==> src/rtl/fetch_prefetch_if.sv <==
// Decode-side handshake of the prefetcher: head entry offered by the fetch
// unit (master), accepted by decode (slave).
`ifndef ADDRWIDTH
`define ADDRWIDTH 8
`endif

interface fetch_prefetch_if #(
  parameter int NB_INST = 32,
  parameter int NB_ADDR = `ADDRWIDTH
);
  logic               o_valid;
  logic               i_ready;
  logic [NB_INST-1:0] o_instruction;
  logic [NB_ADDR-1:0] o_pc;
  logic [NB_ADDR-1:0] o_next_pc;

  modport master (
    output o_valid, o_instruction, o_pc, o_next_pc,
    input  i_ready
  );

  modport slave (
    input  o_valid, o_instruction, o_pc, o_next_pc,
    output i_ready
  );
endinterface

==> src/rtl/fetch_prefetch.sv <==
// Instruction prefetcher: synchronous imem, one fetch in flight, small queue
// towards decode, redirect/debug flush with epoch-tagged in-flight reads.
`ifndef ADDRWIDTH
`define ADDRWIDTH 8
`endif
`ifndef N_ELEMENTS
`define N_ELEMENTS 16
`endif

module fetch_prefetch #(
  parameter int               NB_INST    = 32,
  parameter int               NB_ADDR    = `ADDRWIDTH,
  parameter int               IMEM_DEPTH = `N_ELEMENTS,
  parameter int               FIFO_DEPTH = 4,
  parameter logic [NB_INST-1:0] NOP_WORD = 32'hF8000000
) (
  input  logic               i_clk,
  input  logic               i_reset,
  input  logic               i_halt,
  input  logic               i_debug_mode,
  input  logic               i_debug_wr_en,
  input  logic [NB_ADDR-1:0] i_debug_addr,
  input  logic [NB_INST-1:0] i_debug_data,
  input  logic               i_redirect,
  input  logic [1:0]         i_pc_src,
  input  logic [NB_ADDR-1:0] i_addr_register,
  input  logic [NB_ADDR-1:0] i_addr_branch,
  input  logic [NB_ADDR-1:0] i_addr_jump,
  fetch_prefetch_if.master   bus,
  output logic [NB_ADDR-1:0] o_fetch_pc,
  output logic               o_full,
  output logic               o_empty
);

  localparam int PW = $clog2(FIFO_DEPTH);
  localparam int IW = (IMEM_DEPTH > 1) ? $clog2(IMEM_DEPTH) : 1;

  logic [NB_INST-1:0] r_mem [IMEM_DEPTH];
  logic [NB_INST-1:0] r_rdata;
  logic [NB_ADDR-1:0] r_pc;
  logic               r_inflight;
  logic [NB_ADDR-1:0] r_inflight_pc;
  logic               r_inflight_epoch;
  logic               r_epoch;
  logic [NB_INST-1:0] r_q_inst [FIFO_DEPTH];
  logic [NB_ADDR-1:0] r_q_pc   [FIFO_DEPTH];
  logic [PW-1:0]      r_wr_ptr;
  logic [PW-1:0]      r_rd_ptr;
  logic [PW:0]        r_count;

  logic               w_empty;
  logic               w_full;
  logic               w_valid;
  logic               w_pop;
  logic               w_push;
  logic               w_issue;
  logic [PW+1:0]      w_level;
  logic [NB_ADDR-1:0] w_target;
  logic [NB_ADDR-1:0] w_head_pc;
  logic [IW-1:0]      w_rd_idx;
  logic [IW-1:0]      w_wr_idx;

  assign w_empty  = (r_count == '0);
  assign w_full   = (r_count == (PW+1)'(FIFO_DEPTH));
  // Debug mode hides the head immediately, before the flush edge lands.
  assign w_valid  = !w_empty && !i_debug_mode;
  assign w_pop    = w_valid && bus.i_ready && !i_redirect;
  // A read that returns on a flush edge, or from an older epoch, is dropped.
  assign w_push   = r_inflight && (r_inflight_epoch == r_epoch) && !i_redirect && !i_debug_mode;
  // Reserve a slot for the read in flight so a returning word always fits.
  assign w_level  = (PW+2)'(r_count) + (PW+2)'(r_inflight);
  assign w_issue  = !i_halt && !i_debug_mode && !i_redirect &&
                    (w_level < (PW+2)'(FIFO_DEPTH));
  assign w_rd_idx = IW'(32'(r_pc) % 32'(IMEM_DEPTH));
  assign w_wr_idx = IW'(32'(i_debug_addr) % 32'(IMEM_DEPTH));

  // Redirect target select; the reserved encoding falls back to the register source.
  always_comb begin
    w_target = i_addr_register;
    case (i_pc_src)
      2'b01:   w_target = i_addr_branch;
      2'b10:   w_target = i_addr_jump;
      default: w_target = i_addr_register;
    endcase
  end

  // Single-port imem: debug writes and fetch reads are mutually exclusive by mode.
  always_ff @(posedge i_clk) begin
    if (i_debug_mode && i_debug_wr_en) r_mem[w_wr_idx] <= i_debug_data;
    if (w_issue) r_rdata <= r_mem[w_rd_idx];
  end

  // Queue storage; only the pointers and count need reset.
  always_ff @(posedge i_clk) begin
    if (w_push) begin
      r_q_inst[r_wr_ptr] <= r_rdata;
      r_q_pc[r_wr_ptr]   <= r_inflight_pc;
    end
  end

  // PC, in-flight tracking, epoch and queue bookkeeping.
  always_ff @(posedge i_clk or negedge i_reset) begin
    if (!i_reset) begin
      r_pc             <= '0;
      r_inflight       <= 1'b0;
      r_inflight_pc    <= '0;
      r_inflight_epoch <= 1'b0;
      r_epoch          <= 1'b0;
      r_wr_ptr         <= '0;
      r_rd_ptr         <= '0;
      r_count          <= '0;
    end else begin
      r_inflight <= w_issue;
      if (w_issue) begin
        r_inflight_pc    <= r_pc;
        r_inflight_epoch <= r_epoch;
      end
      if (i_redirect || i_debug_mode) begin
        r_epoch  <= ~r_epoch;
        r_wr_ptr <= '0;
        r_rd_ptr <= '0;
        r_count  <= '0;
        if (i_redirect) r_pc <= w_target;
      end else begin
        if (w_issue) r_pc     <= r_pc + NB_ADDR'(1);
        if (w_push)  r_wr_ptr <= r_wr_ptr + PW'(1);
        if (w_pop)   r_rd_ptr <= r_rd_ptr + PW'(1);
        case ({w_push, w_pop})
          2'b10:   r_count <= r_count + (PW+1)'(1);
          2'b01:   r_count <= r_count - (PW+1)'(1);
          default: r_count <= r_count;
        endcase
      end
    end
  end

  assign w_head_pc         = w_valid ? r_q_pc[r_rd_ptr] : '0;
  assign bus.o_valid       = w_valid;
  assign bus.o_instruction = w_valid ? r_q_inst[r_rd_ptr] : NOP_WORD;
  assign bus.o_pc          = w_head_pc;
  assign bus.o_next_pc     = w_head_pc + NB_ADDR'(1);
  assign o_fetch_pc        = r_pc;
  assign o_full            = w_full;
  assign o_empty           = w_empty;

endmodule

==> src/flat_wrapper.sv <==
// flat-port wrapper written by rule: the top's interface ports become plain ports
module fetch_prefetch_flat 
#(
  parameter int               NB_INST    = 32,
  parameter int               NB_ADDR    = `ADDRWIDTH,
  parameter int               IMEM_DEPTH = `N_ELEMENTS,
  parameter int               FIFO_DEPTH = 4,
  parameter logic [NB_INST-1:0] NOP_WORD = 32'hF8000000
)
  (i_clk, i_reset, i_halt, i_debug_mode, i_debug_wr_en, i_debug_addr, i_debug_data, i_redirect, i_pc_src, i_addr_register, i_addr_branch, i_addr_jump, o_fetch_pc, o_full, o_empty, bus_o_valid, bus_o_instruction, bus_o_pc, bus_o_next_pc, bus_i_ready);
  fetch_prefetch_if #(.NB_INST(NB_INST), .NB_ADDR(NB_ADDR)) bus_i ();
  input  logic i_clk;
  input  logic i_reset;
  input  logic i_halt;
  input  logic i_debug_mode;
  input  logic i_debug_wr_en;
  input  logic [NB_ADDR-1:0] i_debug_addr;
  input  logic [NB_INST-1:0] i_debug_data;
  input  logic i_redirect;
  input  logic [1:0] i_pc_src;
  input  logic [NB_ADDR-1:0] i_addr_register;
  input  logic [NB_ADDR-1:0] i_addr_branch;
  input  logic [NB_ADDR-1:0] i_addr_jump;
  output logic [NB_ADDR-1:0] o_fetch_pc;
  output logic o_full;
  output logic o_empty;
  output wire logic [$bits(bus_i.o_valid)-1:0] bus_o_valid;
  output wire logic [$bits(bus_i.o_instruction)-1:0] bus_o_instruction;
  output wire logic [$bits(bus_i.o_pc)-1:0] bus_o_pc;
  output wire logic [$bits(bus_i.o_next_pc)-1:0] bus_o_next_pc;
  input wire logic [$bits(bus_i.i_ready)-1:0] bus_i_ready;
  assign bus_o_valid = bus_i.o_valid;
  assign bus_o_instruction = bus_i.o_instruction;
  assign bus_o_pc = bus_i.o_pc;
  assign bus_o_next_pc = bus_i.o_next_pc;
  assign bus_i.i_ready = bus_i_ready;
  fetch_prefetch #(.NB_INST(NB_INST), .NB_ADDR(NB_ADDR), .IMEM_DEPTH(IMEM_DEPTH), .FIFO_DEPTH(FIFO_DEPTH), .NOP_WORD(NOP_WORD)) u_core (.i_clk(i_clk), .i_reset(i_reset), .i_halt(i_halt), .i_debug_mode(i_debug_mode), .i_debug_wr_en(i_debug_wr_en), .i_debug_addr(i_debug_addr), .i_debug_data(i_debug_data), .i_redirect(i_redirect), .i_pc_src(i_pc_src), .i_addr_register(i_addr_register), .i_addr_branch(i_addr_branch), .i_addr_jump(i_addr_jump), .bus(bus_i), .o_fetch_pc(o_fetch_pc), .o_full(o_full), .o_empty(o_empty));
endmodule
==> config.mk <==
export PLATFORM = sky130hd
export DESIGN_NAME = fetch_prefetch_flat
export DESIGN_NICKNAME = d
export VERILOG_FILES = /design/src/rtl/fetch_prefetch_if.sv /design/src/rtl/fetch_prefetch.sv /design/src/flat_wrapper.sv
export SDC_FILE = /design/constraint.sdc
export NUM_CORES = 1
export LEC_CHECK = 0
export ABC_AREA = 1
export CAP_MARGIN = 5
export CORE_MARGIN = 1
export CORE_UTILIZATION = 45
export CTS_CLUSTER_SIZE = 40
export DETAILED_ROUTE_END_ITERATION = 6
export DONT_BUFFER_PORTS = 1
export PLACE_DENSITY = 0.57
export SLEW_MARGIN = 20
export SYNTH_ARGS = -nofsm -noshare
export SYNTH_HDL_FRONTEND = slang
export SYNTH_SLANG_ARGS = --single-unit
export TNS_END_PERCENT = 20
==> constraint.sdc <==
create_clock -name i_clk -period 3.2 [get_ports i_clk]
set_input_delay 0.16 -clock i_clk [delete_from_list [all_inputs] [get_ports i_clk]]
set_output_delay 0.16 -clock i_clk [all_outputs]
set_load 0.02 [all_outputs]
==> results.yml <==
power:
  total_leakage_power_nw: 11.21
  total_power_mw: 21.62
  vdd_drop_max_uv: 365.6
  p_per_area_nw_per_um2: 650.0
die:
  initial_core_util_pct: 45.71
  rows: 92
  die_area_um2: 65320
  die_h_um: 255.6
  io_pins: 132
  core_region_area_um2: 63310
  die_x_um: 255.6
synth:
  synth_area_um2: 28940
  synthArstFlopShare_pct: 3.562
  synthFlopType: "edfxtp_1"
  syn_inst: 2276
  synth-seq-cells: 730
  synthDistinctLibCells: 34
  yosys_warnings: 0
  syn_area_per_cell_um2: 12.71
  synth_nets: 2358
  ys_seq_area_share_pct: 75.31
  synth_edf_count: 704
timing:
  postLayoutSetupSlackWorst_ns: 0.1708
  min_period_ns: 3.029
  final-setup-viol-count: 0
  worst-slew-pin-transition_ns: 0.9617
  drv_slew: 0
  finalClockSkew_ns: 0.01195
  rsz0062_at_grt: "yes"
  clock.fmax_mhz: 330.1
  fin_crit_sh_pct: 94.66
  slew_headroom_pct: 35.89
  hold_viol_final: 0
critical_path:
  cp_common_cell: "dlygate4sd3_1"
  cp_max_fo: 12
  crit_path_start: "i_redirect"
  cp_num_cells: 9
  crit_arrival_ns: 3.57
  rr_worst_depth: 8
  cp-end-kind: "register"
  slowest_stage: "dlygate4sd3_1"
  critical_path_required_ns: 3.74
  r2r_end: "u_core.r_rd_ptr[0]$_DFFE_PN0P_"
  r2r_start: "u_core.r_count[0]$_DFFE_PN0P_"
  startpoint_type: "input pin"
  worstSetupPathType: "in -> reg"
  reg2reg_slack_ns: 0.66
  crit_buf_inv: 4
  crit_path_max_incr_delay_ns: 0.91
  cp_top_family: "buffers and inverters"
  path_cells: "dlygate4sd3_1 > nor2_4 > dlygate4sd3_1 > nand2_1 > nor2_1 > o21ai_0 > dlygate4sd3_1 > a21oi_1 > dlygate4sd3_1"
outcome:
  outcome: "complete, no violations"
grt:
  grt_overflow: 0
  grt_max_degree: 196
  grt_use_total_pct: 21.22
  grt_pass1_vias: 17500
  grt_pass1_wl_mm: 105.7
  antenna_found_initial: 6
clock_network:
  cts_setup_buffers: 0
  clk_path_buf_depth: 3
  clk_pin_slew_ns: 0.06
  cts_tree: "built"
  cts_num_sinks: 730
  htree_num_levels: 3
  worstSkewPairLatency_ns: 0.61
  cts-root-buf: "clkbuf_16"
  cts_made_buffers: 74
placed_design:
  gp_congestion: 0.8458
  place_ws_ns: 0.7163
  port_buffers: 0
  dpl_cell_area_um2: 30310
  dpl.hpwl_mm: 35.31
  placed_cells: 3072
finish:
  nets: 2439
  stdcell_count: 3261
  fin_area_um2: 33270
  post-route-util_pct: 52.55
  syn_to_final_growth_pct: 14.97
  drive_gt1_share_pct: 9.486
worst_hold_path:
  min_from: "i_addr_branch[0]"
  min_to: "u_core.o_fetch_pc[0]$_DFFE_PN0P_"
  min_path_cells: 4
  hold_path_class: "in -> reg"
drt:
  drt_pass1_iterations: 5
  wl_per_cell_um: 21.30
  drt_wl_total_mm: 69.45
  drt_iter0_markers: 1556
  vias_per_cell: 5.446
  ant_nets: 0
  drc: 0
  vias: 17760
flow_run:
  drv_cap: 0
## Yosys cell counts (2+ instances only)
| library cell | instances | area (µm²) |
|---|---|---|
| buf_6 | 6 | 67.56 |
| edfxtp_1 | 704 | 21140 |
| inv_2 | 3 | 11.26 |
| nor3_1 | 5 | 25.02 |
| o21ai_1 | 24 | 120.1 |
| inv_1 | 73 | 274.0 |
| clkbuf_1 | 77 | 289.0 |
| nand3_1 | 76 | 380.4 |
| ha_1 | 8 | 100.1 |
| buf_4 | 6 | 45.04 |
| nor2_1 | 490 | 1839 |
| nor2_2 | 2 | 12.51 |
| xnor2_1 | 2 | 17.52 |
| xor2_1 | 6 | 52.55 |
| nand2_1 | 206 | 773.2 |
| a21oi_1 | 39 | 195.2 |
| o311ai_0 | 5 | 43.79 |
| o211ai_1 | 69 | 518.0 |
| a31oi_1 | 2 | 12.51 |
| buf_2 | 40 | 200.2 |
| dfrtp_1 | 26 | 650.6 |
| o22ai_1 | 65 | 406.6 |
| o21ai_0 | 325 | 1627 |
| buf_1 | 7 | 26.28 |
## power by group
group	switching, mW	leakage, nW	internal (mW)	total (mW)
registers	0.152	6.68	10.7	10.9
logic	1.58	3.37	0.664	2.25
clock network	3.53	1.16	4.96	8.50
total	5.27	11.2	16.4	21.6
## placed cells by master (no fill, tap or decap), drive strengths merged
| cell type | netlist | layout |
|---|---|---|
| a31oi | 2 | 2 |
| o22ai | 65 | 65 |
| or2 | 1 | 1 |
| a21oi | 40 | 40 |
| dfrtp | 26 | 26 |
| inv | 76 | 80 |
| nand2 | 207 | 207 |
| edfxtp | 704 | 704 |
| nand4 | 1 | 1 |
| xnor2 | 2 | 2 |
| clkinvlp | 0 | 1 |
| o211ai | 69 | 69 |
| nand3 | 77 | 77 |
| xor2 | 6 | 6 |
| o21ai | 349 | 349 |
| ha | 8 | 8 |
| diode | 0 | 1 |
| bufinv | 0 | 8 |
| fa | 1 | 1 |
| clkbuf | 77 | 89 |
| clkinv | 1 | 32 |
| o311ai | 5 | 5 |
| dlygate4sd3 | 0 | 53 |
| nor2 | 493 | 493 |
| buf | 60 | 89 |
| o221ai | 1 | 1 |
| nor3 | 5 | 5 |
## worst max path at each step
stage and to:
6_report u_core.r_rd_ptr[0]$_DFFE_PN0P_, 5_1_grt bus_o_next_pc[4], 3_3_place_gp bus_o_next_pc[4], 4_1_cts bus_o_next_pc[4], 2_1_floorplan u_core.r_mem[0][0]$_DFFE_PP_, 3_5_place_dp bus_o_next_pc[4]
## kinds of logic (layout without fill, tap and decap cells)
logic type,count (synthesis),after routing,synth area share [%]
XOR/XNOR,8,8,0.2422
AO/OA/AOI/OAI,531,531,10.16
adder cells (fa/ha/maj),9,9,0.4151
AND/OR/NAND/NOR,784,784,10.64
other,0,1,0
flip-flops,730,730,75.31
buffers and inverters,214,352,3.239
## repair_timing
action / 4_1_cts / 5_1_grt
hold buffers: 55 / 0
gates resized for setup: 0 / 2
endpoints found under the hold margin: 557 / 0
endpoints found under the setup margin: 0 / 5
## flip-flops by register name, indices dropped and copies added (netlist names), 2 cells and up
register and cells:
u_core.r_mem 512, u_core.r_q_inst 128, u_core.r_q_pc 32, u_core.r_rdata 32
u_core.o_fetch_pc 8, u_core.r_inflight_pc 8, u_core.r_count 3, u_core.r_rd_ptr 2
u_core.r_wr_ptr 2
## per-stage QoR
stage               setup TNS (ns)  hold slack [ns]
global placement                 0          -0.1350
global route              -0.08343          0.06366
detailed placement               0          -0.1348
finish                           0          0.04889
CTS                              0          0.02238
floorplan                        0          -0.1356
## cell type report
class / count / area (µm²)
timing repair buffer: 142 / 1378
tap: 846 / 1059
antenna: 1 / 2.502
clock inverter: 44 / 445.4
fill: 5264 / 30040
sequential: 730 / 21800
multi-input combinational: 1332 / 6356
clock buffer: 89 / 1929
inverter: 77 / 294.0
## per-layer routing
metal  part of all wire (%)  GRT usage, %
met2                     48         34.96
met4                    2.1         6.404
met3                    5.9         3.387
met5                  0.073             0
met1                     44         29.07
## worst reg2reg max path, delay by kind of cell (launching register included)
kind / cells / cell delay, ns
buffers and inverters: 3 / 1.28
AO/OA/AOI/OAI: 2 / 0.23
flip-flops: 1 / 0.46
AND/OR/NAND/NOR: 3 / 0.50
(Power assumes the default switching activity.)
